$ cat src/rtl/pipe_stage_reg.sv
// Inter-stage pipeline register for the 5-stage MIPS core: payload, pc/bd/excode/valid tracking.
// Optional performance counters are built when PIPE_STAGE_PERF_EN is defined.
module pipe_stage_reg #(
   parameter int unsigned NCH        = 5,
   parameter int unsigned WIDTH      = 32,
   parameter logic [31:0] HANDLER_PC = 32'h0000_4180,
   parameter logic [31:0] RESET_PC   = 32'h0000_0000
) (
   input  logic                   clk,
   input  logic                   reset,
   input  logic                   we,
   input  logic                   flush,
   input  logic                   req,
   input  logic [31:0]            pc_in,
   input  logic [31:0]            instr_in,
   input  logic                   bd_in,
   input  logic [4:0]             excode_in,
   input  logic [4:0]             exc_local,
   input  logic [NCH*WIDTH-1:0]   data_in,
   output logic [31:0]            pc_out,
   output logic [31:0]            instr_out,
   output logic                   bd_out,
   output logic [4:0]             excode_out,
   output logic                   valid_out,
   output logic [NCH*WIDTH-1:0]   data_out,
   output logic [31:0]            stall_cnt,
   output logic [31:0]            bubble_cnt
);

   // The exception raised by an older instruction/stage takes precedence.
   function automatic logic [4:0] merge_exc(input logic [4:0] e_in, input logic [4:0] e_loc);
      return (e_in != 5'd0) ? e_in : e_loc;
   endfunction

   logic [31:0]          pc_q, pc_d;
   logic [31:0]          instr_q, instr_d;
   logic                 bd_q, bd_d;
   logic [4:0]           excode_q, excode_d;
   logic                 valid_q, valid_d;
   logic [NCH*WIDTH-1:0] data_q, data_d;

   // Next-state selection: reset > req > flush > stall > load.
   always_comb begin
      pc_d     = pc_q;
      instr_d  = instr_q;
      bd_d     = bd_q;
      excode_d = excode_q;
      valid_d  = valid_q;
      data_d   = data_q;
      if (reset) begin
         pc_d     = RESET_PC;
         instr_d  = 32'd0;
         bd_d     = 1'b0;
         excode_d = 5'd0;
         valid_d  = 1'b0;
         data_d   = {(NCH*WIDTH){1'b0}};
      end else if (req) begin
         pc_d     = HANDLER_PC;
         instr_d  = 32'd0;
         bd_d     = 1'b0;
         excode_d = 5'd0;
         valid_d  = 1'b0;
         data_d   = {(NCH*WIDTH){1'b0}};
      end else if (flush) begin
         // Bubble keeps pc/bd so a later exception can still compute EPC.
         pc_d     = pc_in;
         instr_d  = 32'd0;
         bd_d     = bd_in;
         excode_d = 5'd0;
         valid_d  = 1'b0;
         data_d   = {(NCH*WIDTH){1'b0}};
      end else if (we) begin
         pc_d     = pc_in;
         instr_d  = instr_in;
         bd_d     = bd_in;
         excode_d = merge_exc(excode_in, exc_local);
         valid_d  = 1'b1;
         data_d   = data_in;
      end else begin
         pc_d     = pc_q;
         instr_d  = instr_q;
         bd_d     = bd_q;
         excode_d = excode_q;
         valid_d  = valid_q;
         data_d   = data_q;
      end
   end

   // Stage register.
   always_ff @(posedge clk) begin
      pc_q     <= pc_d;
      instr_q  <= instr_d;
      bd_q     <= bd_d;
      excode_q <= excode_d;
      valid_q  <= valid_d;
      data_q   <= data_d;
   end

   assign pc_out     = pc_q;
   assign instr_out  = instr_q;
   assign bd_out     = bd_q;
   assign excode_out = excode_q;
   assign valid_out  = valid_q;
   assign data_out   = data_q;

`ifdef PIPE_STAGE_PERF_EN
   logic [31:0] stall_cnt_q, stall_cnt_d;
   logic [31:0] bubble_cnt_q, bubble_cnt_d;

   // Counters wrap naturally at 32 bits; only reset clears them.
   always_comb begin
      stall_cnt_d  = stall_cnt_q;
      bubble_cnt_d = bubble_cnt_q;
      if (reset) begin
         stall_cnt_d  = 32'd0;
         bubble_cnt_d = 32'd0;
      end else if (req || flush) begin
         bubble_cnt_d = bubble_cnt_q + 32'd1;
      end else if (!we) begin
         stall_cnt_d  = stall_cnt_q + 32'd1;
      end else begin
         stall_cnt_d  = stall_cnt_q;
         bubble_cnt_d = bubble_cnt_q;
      end
   end

   // Counter registers.
   always_ff @(posedge clk) begin
      stall_cnt_q  <= stall_cnt_d;
      bubble_cnt_q <= bubble_cnt_d;
   end

   assign stall_cnt  = stall_cnt_q;
   assign bubble_cnt = bubble_cnt_q;
`else
   assign stall_cnt  = 32'd0;
   assign bubble_cnt = 32'd0;
`endif

endmodule

$ cat config.mk
export PLATFORM = sky130hd
export DESIGN_NAME = pipe_stage_reg
export DESIGN_NICKNAME = d
export VERILOG_FILES = /design/src/rtl/pipe_stage_reg.sv
export SDC_FILE = /design/constraint.sdc
export NUM_CORES = 1
export LEC_CHECK = 0
export CAP_MARGIN = 0
export CORE_AREA = 2 2 208 210
export CTS_CLUSTER_SIZE = 20
export DETAILED_ROUTE_END_ITERATION = 10
export DIE_AREA = 0 0 210 212
export GPL_ROUTABILITY_DRIVEN = 0
export PLACE_DENSITY_LB_ADDON = 0.2
export SETUP_SLACK_MARGIN = 0.1
export SYNTH_ARGS = -nofsm -noshare
export SYNTH_HDL_FRONTEND = slang
export SYNTH_SLANG_ARGS = --single-unit
$ cat constraint.sdc
create_clock -name clk -period 1.2 [get_ports clk]
set_input_delay 0.18 -clock clk [delete_from_list [all_inputs] [get_ports clk]]
set_output_delay 0.18 -clock clk [all_outputs]
set_load 0.005 [all_outputs]
==> results.md, run 1 <==
- Post-DRT Antenna Nets: 0
- RSZ-0062 raised after global routing: true
- Avg Inst Size Synth: 10.4 um^2
- FMAX: 848 MHz
- Initial Util: 0.209
- Worst path top cell family by delay: flip-flops
- Post-Synth Adder-Cell Area: 0
- Drt wl/cell: 15.0 um
- Placed wire-length estimate: 21,700 um
- Largest family of logic cells by synthesized area: multiplexers
- Worst reg2reg path depth: 3
- WL final: 28,800 um
- 1st-iter DRT viols: 159
- Max-cap violations: 0
- Post-synthesis xor/xnor area fraction: 0
- Via density: 3.84
- Status: finished clean
- GRT Residual Overflow: 0
- Setup_tns: 0 ns
- Critical path, cell by cell: buf_6
- Slowest CP cell: dfxtp_2
- Die ar.: 44,500 um^2
- Maximum clock insertion buffer count: 3
- Post-layout util: 0.366
- Final setup fails: 0
- Ports: 535
- Layout Nets: 1,596
- Power per cell area: 1230 nW/um^2
- VDD IR max: 0.000925 V
- Row count: 76
- Static Leak: 6.84 nW
- Vert. Die Dim: 212 um
- Bufs and invs on worst path: 1
- Crit path arrival time: 1.00 ns
- Hold_sp: we
- Share of cells above drive strength 1: 0.485
- Via count: 7,372
- Vias in the first global route: 7,580
- Final worst setup slack: 0.0208 ns
- Most common cell after layout, fill and taps aside: clkdlybuf4s50_1
- Area grow syn2layout: 74.7%
- Netlist cell types: 18
- R2r startpoint: data_out[103]
- Root Driver: clkbuf_16
- Final Max Tran Viols: 0
- Initial antenna violation count: 0
- Number of synthesized register bits: 231
- Ys Warns: 0
- R2r endpoint: data_out[103]
- Crit end category: primary output
- First-pass GRT wire length: 43,800 um
- Setup Skew: 0 ns
- Clock sink count: 231
- Fin. Hold Viols: 0
- TritonCTS clock tree: done
- Worst Path Required: 1.02 ns
- Worst hold path class: input pin to flip-flop
- Fill cells: 4,304
- Worst-Skew Late Latency: 0.53 ns
- Number of diodes: 0
- Gate Count Post-Synth: 859
- Startpoint types: flip-flop
- Mux share of post-synthesis cell area: 0.216
- Reg clk slew, reported paths: 0.06 ns
- Commonest cells after routing, fill and taps aside: clkdlybuf4s50_1, dfxtp_2, mux2i_1
- Post-synthesis cell area: 8900 um^2
- H-tree depth: 1
- Largest net degree at the start of global routing: 34
- Total Routing Usage GR: 0.123
- Worst slack, placed: -0.388 ns
- Seq/Total Area, Yosys: 0.520
- Reg2Reg Setup Slack: 0.47 ns
- Critical path peak fanout: 2
- Post-synthesis simple-gate area fraction: 0.144
- Period utilisation layout: 0.983
- Hold Path Stages: 4
- Crit Path Class: flip-flop to primary output
- Core footprint: 42,500 um^2
- Compound-cell area share of the yosys netlist: 0.0266
- Die width: 210 um
- Residual DRC: 0
- I/O Buffers: 470
- Total CTS buffers: 28
- Worst Hold Path EP: data_out[19]
- Crit path largest cell delay: 0.36 ns
- TritonRoute pass-1 iters: 4
- Min cycle time layout: 1.18 ns
flip-flops by register name (all words and copies together), names as in the netlist:
register    cells
pc_out         32
excode_out      5
data_out      160
valid_out       1
instr_out      32
bd_out          1
synth_stat cells:
cell type,count,area share
nor4_1,1,0.00070
nor3_1,1,0.00056
inv_1,2,0.00084
mux2i_1,192,0.22
buf_6,14,0.018
conb_1,1,0.00042
nor2_2,100,0.070
a211oi_1,5,0.0042
dfxtp_1,231,0.52
nor2_1,100,0.042
or2_2,2,0.0014
buf_4,64,0.054
nand2_1,66,0.028
a21oi_1,31,0.017
or3_1,1,0.00070
clkbuf_1,12,0.0051
buf_2,29,0.016
a31oi_1,7,0.0049
report_power, final:
part / internal (mW) / switching (mW)
registers: 7.88 / 0.112
clock network: 5.50 / 3.29
logic: 1.44 / 0.858
cell families after synthesis:
kind of cell | count (synthesis)
mux | 192
flops | 231
compound gates | 43
simple gates | 271
other cells | 1
buf+inv | 121
cell type report:
| cell class | count | area [um^2] | area share |
|---|---|---|---|
| inverters | 2 | 7.51 | 0.000483 |
| clock inverters | 11 | 133 | 0.00853 |
| flip-flops and latches | 231 | 4910 | 0.316 |
| clock buffers | 39 | 843 | 0.0542 |
| repair buffers | 523 | 5280 | 0.340 |
| multi-input cells | 570 | 3690 | 0.237 |
| well taps | 546 | 683 | 0.0439 |
per-stage QoR:
stage	cell area, um^2	cells	hold slack (ns)	power (mW)
after floorplan	9180	922	0.249	9.14
after global placement	14300	1868	0.439	10.4
after detailed placement	14300	1868	0.442	10.4
after CTS	15300	1921	0.0896	19.4
after global routing	15600	1922	0.112	19.9
final	15600	1922	0.111	19.1
worst max-delay path by stage:
| stage | startpoint | endpoint | slack, ns | cells after the start |
|---|---|---|---|---|
| 5_1_grt | excode_out[3] | excode_out[3] | -0.02 | 1 |
| 4_1_cts | data_out[113] | data_out[113] | -0.02 | 1 |
| 3_3_place_gp | req | data_out[96] | -0.37 | 5 |
| 2_1_floorplan | req | data_out[120] | 0.08 | 5 |
| 6_report | excode_out[3] | excode_out[3] | 0.02 | 1 |
| 3_5_place_dp | req | data_out[98] | -0.39 | 5 |
layer usage:
metal	GRT usage	part of all wire	vias to the layer above	wire length, um
met5	0	0	-	0
met4	0.0337	0.018	0	531
met3	0.0422	0.088	32	2540
met2	0.214	0.49	299	14000
met1	0.144	0.41	3365	11700
li1	-	-	3676	-
timing repair:
action	CTS	global route
buffers inserted	3	1
endpoints found under the setup margin	231	231
gates resized for setup	1287	41
hold buffers	0	0
Note: power is estimated with default switching activity, not from simulation.
==> run 2, diff against run 1 <==
CELL_PAD_IN_SITES_DETAIL_PLACEMENT = 0   (was unset)
CELL_PAD_IN_SITES_GLOBAL_PLACEMENT = 2   (was unset)
CORE_AREA = unset   (was 2 2 208 210)
CORE_MARGIN = 2   (was unset)
CORE_UTILIZATION = 19   (was unset)
CTS_CLUSTER_SIZE = 8   (was 20)
DIE_AREA = unset   (was 0 0 210 212)
==> run 2 against run 1 <==
- register-to-register slack hardly changed
- flip-flop and latch count unchanged
- utilization down 2.8 points
- worst hold slack improved by 0.011 ns
- combinational power barely moved
- clock power grew 3.9%
- largest cell class unchanged
- fmax rose by 1.0%
- worst setup slack improved by 0.012 ns
- routed wire length increased by 12%
- cell count is 2.4% higher
==> results.md, run 2 (synthesis results as in run 1) <==
- Via count: 7,379
- Bufs and invs on worst path: 1
- Total CTS buffers: 35
- Worst-Skew Late Latency: 0.50 ns
- DR WL met3: 3570 um
- VDD IR max: 0.000780 V
- Static Leak: 6.83 nW
- Die ar.: 48,600 um^2
- Clock sink count: 231
- Final setup fails: 0
- Period utilisation layout: 0.973
- Met2 WL: 15,800 um
- Total Routing Usage GR: 0.124
- Met1 WL: 12,100 um
- Final Max Tran Viols: 0
- Status: finished clean
- Critical path peak fanout: 2
- RSZ-0062 raised after global routing: true
- Worst Path Required: 1.02 ns
- Top Metal Used: met4
- Via density: 3.75
- TritonCTS clock tree: done
- Crit end category: primary output
- I/O Buffers: 470
- Area grow syn2layout: 76.0%
- Row count: 79
- Layout Nets: 1,595
- Fin. Hold Viols: 0
- Setup_tns: 0 ns
- Initial antenna violation count: 2
- Critical path, cell by cell: buf_6
- Min cycle time layout: 1.17 ns
- H-tree depth: 2
- Vert. Die Dim: 220 um
- 1st-iter DRT viols: 154
- Slowest CP cell: dfxtp_4
- Worst hold path class: input pin to flip-flop
- Commonest cells after routing, fill and taps aside: clkdlybuf4s50_1, dfxtp_2, mux2i_1
- Share of cells above drive strength 1: 0.480
- TritonRoute pass-1 iters: 4
- Largest net degree at the start of global routing: 63
- Worst slack, placed: -0.488 ns
- Die width: 220 um
- Power per cell area: 1240 nW/um^2
- Ports: 535
- Worst path top cell family by delay: flip-flops
- Placed Cells: 1,918
- WL final: 32,200 um
- Hold buffers post-CTS: 0
- Max reg flops: 160
- Crit Path Class: flip-flop to primary output
- Crit path largest cell delay: 0.35 ns
- Placed wire-length estimate: 23,700 um
- Root Driver: clkbuf_16
- Max-cap violations: 0
- Reg clk slew, reported paths: 0.05 ns
- Vias in the first global route: 7,311
- FMAX: 857 MHz
- Post-DRT Antenna Nets: 0
- Setup Skew: 0 ns
- Most common cell after layout, fill and taps aside: clkdlybuf4s50_1
- Overall Power: 19.4 mW
- Non-Filler Instances: 1,968
- Startpoint types: flip-flop
- Crit path arrival time: 0.99 ns
- Final worst setup slack: 0.0329 ns
- Maximum clock insertion buffer count: 3
- First-pass GRT wire length: 45,300 um
- Residual DRC: 0
- Core footprint: 46,400 um^2
- Drt wl/cell: 16.3 um
- Initial Util: 0.192
- GRT Residual Overflow: 0
run 2: metrics by stage:
step	cell area, um^2	util	hold slack [ns]
6_report	15700	0.338	0.123
5_1_grt	15700	0.338	0.120
4_1_cts	15400	0.332	0.169
3_5_place_dp	14300	0.308	0.445
3_3_place_gp	14300	0.308	0.438
2_1_floorplan	9180	-	0.249
run 2: final timing paths:
| path | end | slack [ns] | cells after the start | start |
|---|---|---|---|---|
| max reg2reg | excode_out[1] | 0.47 | 3 | excode_out[1] |
| min | pc_out[8] | 0.12 | 3 | reset |
| min reg2reg | pc_out[1] | 0.44 | 2 | pc_out[1] |
| max | data_out[107] | 0.03 | 1 | data_out[107] |
run 2: timing repair:
item	4_1_cts	5_1_grt
endpoints found under the setup margin	251	366
pin swaps	0	1
resized for setup	1309	43
gates cloned	0	1
buffers inserted	4	2
run 2: cell type report:
cell class                 instances  area [um^2]
fill                            4740        30700
timing repair buffer             514         5290
sequential                       231         4920
multi-input combinational        571         3690
clock buffer                      40          957
tap                              607          759
clock inverter                     1         30.0
inverter                           2         7.51
antenna                            2         5.00
run 2: power breakdown:
group          total [mW]  internal, mW  switching, mW  leakage, nW
sequential           8.00          7.89          0.112         1.98
clock                9.13          5.74           3.40        0.486
combinational        2.31          1.44          0.878         4.36
run 2: metal layers:
metal	global-route usage	vias up
met5	0	-
met4	0.0450	0
met3	0.0532	42
met2	0.212	304
met1	0.137	3366
li1	-	3667
